### src/rtl/pll_reconfig_seq.sv
// PLL reconfiguration initiator: walks a per-mode table of register writes and
// issues each one over the pll_write/pll_busy four-phase handshake, with a per-phase timeout.
module pll_reconfig_seq #(
  parameter int MODE_W  = 2,
  parameter int IDX_W   = 4,
  parameter int TIMEOUT = 4095
) (
  input  logic                    clk,
  input  logic                    reset,
  input  logic                    mode_req,
  input  logic [MODE_W-1:0]       mode_sel,
  output logic [MODE_W+IDX_W-1:0] rom_addr,
  input  logic [38:0]             rom_data,
  output logic [5:0]              pll_addr,
  output logic [31:0]             pll_value,
  output logic                    pll_write,
  input  logic                    pll_busy,
  output logic                    active,
  output logic                    done,
  output logic                    err,
  output logic [MODE_W-1:0]       cur_mode
);

  typedef enum logic [2:0] {
    S_IDLE,
    S_FETCH,
    S_WAITIDLE,
    S_ASSERT,
    S_RELEASE
  } state_t;

  localparam int                TMR_W    = $clog2(TIMEOUT + 1);
  localparam logic [TMR_W-1:0]  TMR_LAST = TMR_W'(TIMEOUT - 1);
  localparam logic [IDX_W-1:0]  IDX_MAX  = '1;

  state_t                    state_q, state_d;
  logic [MODE_W-1:0]         mode_q, mode_d;
  logic [IDX_W-1:0]          idx_q, idx_d;
  logic                      last_q, last_d;
  logic [TMR_W-1:0]          tmr_q, tmr_d;
  logic                      pend_q, pend_d;
  logic [MODE_W-1:0]         pend_mode_q, pend_mode_d;
  logic [MODE_W+IDX_W-1:0]   rom_addr_d;
  logic [5:0]                pll_addr_d;
  logic [31:0]               pll_value_d;
  logic                      pll_write_d, active_d, done_d, err_d;
  logic [MODE_W-1:0]         cur_mode_d;
  logic [MODE_W-1:0]         start_mode;
  logic                      timed_out, abort;
  logic                      busy_meta, busy_s;

  // Synchronizer resets to "busy" so nothing issues before the PLL side is seen idle.
  always_ff @(posedge clk) begin
    if (reset) begin
      busy_meta <= 1'b1;
      busy_s    <= 1'b1;
    end else begin
      busy_meta <= pll_busy;
      busy_s    <= busy_meta;
    end
  end

  // A request arriving together with a pending one wins: the latest mode_sel is used.
  assign start_mode = mode_req ? mode_sel : pend_mode_q;
  assign timed_out  = (tmr_q == TMR_LAST);

  always_comb begin
    // NOTE: every variable gets a default first so no path leaves it unassigned (no latches).
    state_d     = state_q;
    mode_d      = mode_q;
    idx_d       = idx_q;
    last_d      = last_q;
    tmr_d       = '0;
    pend_d      = pend_q;
    pend_mode_d = pend_mode_q;
    rom_addr_d  = rom_addr;
    pll_addr_d  = pll_addr;
    pll_value_d = pll_value;
    pll_write_d = pll_write;
    active_d    = active;
    done_d      = 1'b0;
    err_d       = err;
    cur_mode_d  = cur_mode;
    abort       = 1'b0;

    if (mode_req) begin
      pend_d      = 1'b1;
      pend_mode_d = mode_sel;
    end

    unique case (state_q)
      S_IDLE: begin
        if (mode_req || pend_q) begin
          mode_d     = start_mode;
          idx_d      = '0;
          active_d   = 1'b1;
          err_d      = 1'b0;
          pend_d     = 1'b0;
          rom_addr_d = {start_mode, {IDX_W{1'b0}}};
          state_d    = S_FETCH;
        end
      end
      S_FETCH: begin
        last_d      = rom_data[38];
        pll_addr_d  = rom_data[37:32];
        pll_value_d = rom_data[31:0];
        state_d     = S_WAITIDLE;
      end
      S_WAITIDLE: begin
        if (!busy_s) begin
          pll_write_d = 1'b1;
          state_d     = S_ASSERT;
        end else if (timed_out) begin
          abort = 1'b1;
        end else begin
          tmr_d = tmr_q + TMR_W'(1);
        end
      end
      S_ASSERT: begin
        if (busy_s) begin
          pll_write_d = 1'b0;
          state_d     = S_RELEASE;
        end else if (timed_out) begin
          abort = 1'b1;
        end else begin
          tmr_d = tmr_q + TMR_W'(1);
        end
      end
      S_RELEASE: begin
        if (!busy_s) begin
          if (last_q || idx_q == IDX_MAX) begin
            cur_mode_d = mode_q;
            done_d     = 1'b1;
            active_d   = 1'b0;
            state_d    = S_IDLE;
          end else begin
            idx_d      = idx_q + IDX_W'(1);
            rom_addr_d = {mode_q, idx_q + IDX_W'(1)};
            state_d    = S_FETCH;
          end
        end else if (timed_out) begin
          abort = 1'b1;
        end else begin
          tmr_d = tmr_q + TMR_W'(1);
        end
      end
      default: state_d = S_IDLE;
    endcase

    if (abort) begin
      pll_write_d = 1'b0;
      err_d       = 1'b1;
      active_d    = 1'b0;
      state_d     = S_IDLE;
    end
  end

  // NOTE: state registers use non-blocking assignments so all flops update from pre-edge values.
  always_ff @(posedge clk) begin
    if (reset) begin
      state_q     <= S_IDLE;
      mode_q      <= '0;
      idx_q       <= '0;
      last_q      <= 1'b0;
      tmr_q       <= '0;
      pend_q      <= 1'b0;
      pend_mode_q <= '0;
      rom_addr    <= '0;
      pll_addr    <= '0;
      pll_value   <= '0;
      pll_write   <= 1'b0;
      active      <= 1'b0;
      done        <= 1'b0;
      err         <= 1'b0;
      cur_mode    <= '0;
    end else begin
      state_q     <= state_d;
      mode_q      <= mode_d;
      idx_q       <= idx_d;
      last_q      <= last_d;
      tmr_q       <= tmr_d;
      pend_q      <= pend_d;
      pend_mode_q <= pend_mode_d;
      rom_addr    <= rom_addr_d;
      pll_addr    <= pll_addr_d;
      pll_value   <= pll_value_d;
      pll_write   <= pll_write_d;
      active      <= active_d;
      done        <= done_d;
      err         <= err_d;
      cur_mode    <= cur_mode_d;
    end
  end

endmodule

### config.mk
export PLATFORM = sky130hd
export DESIGN_NAME = pll_reconfig_seq
export DESIGN_NICKNAME = d
export VERILOG_FILES = /design/src/rtl/pll_reconfig_seq.sv
export SDC_FILE = /design/constraint.sdc
export NUM_CORES = 1
export LEC_CHECK = 0
export CAP_MARGIN = 20
export CORE_MARGIN = 5
export CORE_UTILIZATION = 41
export CTS_BUF_LIST = sky130_fd_sc_hd__clkbuf_16
export DETAILED_ROUTE_END_ITERATION = 16
export GPL_TIMING_DRIVEN = 0
export PLACE_DENSITY_LB_ADDON = 0.3
export SLEW_MARGIN = 10
export SYNTH_ARGS = -nofsm -noshare
export SYNTH_HDL_FRONTEND = slang
export SYNTH_SLANG_ARGS = --single-unit
export TNS_END_PERCENT = 10
### constraint.sdc
create_clock -name clk -period 1.9 [get_ports clk]
set_input_delay 0.38 -clock clk [delete_from_list [all_inputs] [get_ports clk]]
set_output_delay 0.38 -clock clk [all_outputs]
set_load 0.005 [all_outputs]
Word-level counts from Yosys, hierarchy flattened
Cells that the tools add are included.
W data, S select, Z words.
{ "word_totals": {"output_inout_bits": 50, "regBits": 77, "rom_bits": 0, "word_cells": 87, "latch_bits": 0, "in_bits": 45, "n_memories": 0, "mem_bits_rw": 0} }
{ "op_classes": {"n_lt_le_gt_ge": 0, "reduce_logical": 17, "eq_ne": 12, "n_shift": 0, "n_addsub": 2, "bitwise": 2, "mux": 37, "n_mul": 0, "n_div": 0} }
{ "ops": {"columns": ["cell", "n"], "rows": [
  ["$mux W12", 3],
  ["$pmux W12 S2", 1],
  ["$mux W6", 3],
  ["$mux W1", 16],
  ["$pmux W3 S5", 1],
  ["$add A12 B1 Y12 const B", 1],
  ["$eq A12 B12 Y1 const B", 1],
  ["$mux W3", 4],
  ["$mux W4", 3],
  ["$ne A2 B2 Y1 const B", 6],
  ["$pmux W6 S2", 1],
  ["$reduce_and A4 Y1", 3],
  ["$pmux W4 S2", 1],
  ["$reduce_bool A2 Y1", 4],
  ["$eq A3 B2 Y1 const B", 2],
  ["$pmux W1 S2", 3],
  ["$reduce_and A3 Y1", 2],
  ["$add A4 B1 Y4 const B", 1],
  ["$eq A4 B4 Y1 const B", 1],
  ["$reduce_and A2 Y1", 2],
  ["$reduce_or A2 Y1", 2],
  ["$eq A3 B1 Y1 const B", 1],
  ["$eq A3 B3 Y1 const B", 1],
  ["$logic_not A3 Y1", 1],
  ["4 further kinds", 6]
]} }

Longest topological paths before layout
{ "depth": {"ltp_word": 6, "mapped_depth": 7} }

Worst setup path before layout
Ideal clock, no wire load.
{ "synth_timing": {"kind": "flip-flop to flip-flop", "from": "reg rom_addr[0] (netlist name)", "to": "reg rom_addr[3]", "setup_slack_ps": 85, "path_stages_with_launch": 6, "path_buffers": 0, "setup_time_ps": 79, "arrival_ps": 1735, "cell_sequence": "dfxtp_1 -> ha_1 -> a31o_1 -> a211o_1 -> or3_1 -> a211oi_2"} }
{ "synth_lines": {"columns": ["item", "line_no", "text"], "rows": [
  ["end signal: assignment", "184", "rom_addr <= rom_addr_d;"],
  ["end: declaration", "12", "output logic [MODE_W+IDX_W-1:0] rom_addr,"]
]} }

==> impl_metrics.toml <==
[yosys]
synth_edf_count = 0
syn-num-nets = 380
ys_ff_latch = 73
ys_seq_area_share_pct = 52.2
synthCells = 332
yosys_warnings = 0
synth_ff_type = "dfxtp_1"
ys_types = 39
postSynthAreaPerCell_um2 = 8.43
async_flop_share_pct = 0
synth.cell_area_mm2 = 0.00280

[run]
cap_viol_max_count = 0

[route]
dr.pass1.iters = 4
drcViolationCount = 0
drtIter0Drc = 108
wl_um = 7160
viasPerCell = 5.03
wl_per_cell_um = 13.7
via_count = 2629
postRouteAntennaNets = 0

[critical_path]
path_depth = 5
worst-path-max-fanout = 6
cp.required_ps = 2140
cp.arrival_ps = 2090
crit_family = "compound AO/OA/AOI/OAI gates"
reg2reg_from = "rom_addr[0]$_SDFFE_PP0P_"
path_class = "flip-flop to flip-flop"
crit_buf_inv = 0
critPathLaunch = "rom_addr[0]$_SDFFE_PP0P_"
cp_cell_sequence = "ha_2 > a31o_4 > a211o_4 > or3_4 > a211oi_2"
worst_setup_path_end_kind = "flip-flop"
worst_setup_path_start_kind = "flip-flop"
cp_slowest_stage_delay_ps = 370
r2r_end = "rom_addr[3]$_SDFFE_PP0P_"
cp_slowest_cell = "or3_4"
worst-r2r-cell-count = 5
r2r_slack_ps = 50

[clock_network]
cts_buffer_depth = 2
postCtsHoldBufs = 0
clkTransAtPathRegs_ps = 50
h-tree-depth = 3
clock_latency_ps = 320
cts_inserted_buffers = 9
cts_tree = "done"
cts_root_buf = "clkbuf_16"
clock_sinks = 73

[finish]
area_growth_pct = 50.2
diodes = 0
fin_util_pct = 62.6
final_cell_mix = "94 x clkdlybuf4s50_1, 87 x nand2_1, 72 x dfxtp_1"
fillers = 571
regArea_mm2 = 0.00146
num-nets-final = 487
layout-drive-gt1-share_pct = 8.58
final_cell_count_no_fill = 523
final_common_cell = "clkdlybuf4s50_1"
multi_input_area_mm2 = 0.00127
fin_area_mm2 = 0.00421

[place]
gp_congestion = 0.823
io_buffers = 94
place_inst = 506
placed_area_mm2 = 0.00384
dpl.hpwl_um = 5210

[sta]
skew_ps = 6.38
max_freq_mhz = 540
maxSlewHeadroom_pct = 67.0
maxSlewViolCount = 0
setup_viol = 0
fin_crit_sh_pct = 97.4
hold_viol = 0
worst_pin_slew_ps = 495
layout_min_cycle_time_ps = 1850

[min_path]
holdPathStages = 1
hold_end = "busy_s$_SDFF_PP1_"
min_from = "busy_meta$_SDFF_PP1_"
hold_path.class = "flip-flop to flip-flop"

[pwr]
leakagePower_nw = 1.53
p_per_area_mw_per_mm2 = 947
vdd_drop_max_uv = 542

[global_routing]
grt_usage_pct = 17.1
overflow = 0
grt_pass1_wl_um = 11800
antenna_found_initial = 0
grt_pass1_vias = 2492
grt_max_degree = 13

[status]
status = "completed"

[floorplan]
start_util_pct = 41.7
dieArea_mm2 = 0.00858
core_mm2 = 0.00672
rows = 30
die_w_um = 92.6
fp.dieH_um = 92.6
ios = 95
-- layout make-up --
type	count	area share, %
Clock buffer	9	5.36
Timing Repair Buffer	96	22.7
Clock inverter	6	1.99
Buffer	20	2.35
Tap cell	80	2.38
Multi-Input combinational cell	236	30.1
Sequential cell	73	34.8
Inverter	3	0.268
-- how the worst max path moves through the flow --
stage | end | slack [ps]
floorplan | rom_addr[3]$_SDFFE_PP0P_ | 90
global placement | rom_addr[3]$_SDFFE_PP0P_ | -170
detailed placement | rom_addr[3]$_SDFFE_PP0P_ | -180
CTS | rom_addr[3]$_SDFFE_PP0P_ | 5
global route | rom_addr[3]$_SDFFE_PP0P_ | -6
finish | rom_addr[3]$_SDFFE_PP0P_ | 50
-- timing repair --
action                                  in CTS  in global routing
endpoints found under the setup margin      13                 23
setup buffers                                0                  2
gates cloned                                 0                  0
pin swaps                                    0                  2
resized for setup                            5                  6
-- per-layer routing --
metal  GRT usage [%]  part of all wire [%]  vias to the layer above
li1                -                     -                     1327
met1            21.6                    46                     1226
met2            28.0                    48                       64
met3            3.98                   4.3                       12
met4            7.20                   1.9                        0
met5               0                     0                        -
-- synth_stat cells (2+ instances only) --
cell type / count / area, um^2
nand2_1: 87 / 327
dfxtp_1: 73 / 1460
a21oi_1: 46 / 230
nor2_1: 29 / 109
clkbuf_1: 14 / 52.6
nor3_1: 7 / 35.0
nand3_1: 6 / 30.0
xnor2_1: 6 / 52.6
xor2_1: 6 / 52.6
buf_2: 4 / 20.0
or3_1: 4 / 25.0
a22oi_1: 3 / 22.5
ha_1: 3 / 37.5
inv_1: 3 / 11.3
nand4_1: 3 / 18.8
nor2b_1: 3 / 18.8
nor3b_1: 3 / 22.5
or2_2: 3 / 18.8
a211o_1: 2 / 17.5
a211oi_1: 2 / 15.0
and3_1: 2 / 12.5
buf_6: 2 / 22.5
mux2_2: 2 / 22.5
mux2i_1: 2 / 20.0
o21ai_1: 2 / 10.0
or3b_1: 2 / 17.5
-- registers in the layout, indices dropped and copies added, names as in the netlist --
name         count
mode_q           2
pll_write        1
last_q           1
active           1
done             1
cur_mode         2
state_q          3
busy_s           1
tmr_q           12
rom_addr         6
busy_meta        1
pll_value       32
pll_addr         6
pend_mode_q      2
err              1
pend_q           1
-- report_power, final --
group          internal [mW]  total, mW  switching (mW)  leakage, nW
Combinational          0.318      0.579           0.261        0.790
Sequential              1.62       1.67          0.0492        0.594
Clock                   1.13       1.73           0.600        0.145
Total                   3.07       3.98           0.911         1.53
-- cell families (layout without fill, tap and decap cells) --
logic type | Yosys count | in the layout | synth area share [%]
xor+xnor | 12 | 12 | 3.76
mux | 4 | 4 | 1.52
simple gates | 154 | 154 | 24.2
compound gates | 63 | 63 | 13.1
buf+inv | 23 | 134 | 3.80
fa+ha+maj | 3 | 3 | 1.34
flops | 73 | 73 | 52.2
-- per-stage QoR --
step | worst slack, ps | hold WS (ps) | total power, mW | TNS (ps)
floorplan | 85.2 | 389 | 1.96 | 0
global placement | -169 | 393 | 2.24 | -3340
detailed placement | -183 | 402 | 2.26 | -3150
CTS | 4.92 | 417 | 4.01 | 0
global route | -5.65 | 428 | 4.16 | -5.65
finish | 49.2 | 415 | 3.98 | 0
Power figures use the tool's default switching activity.
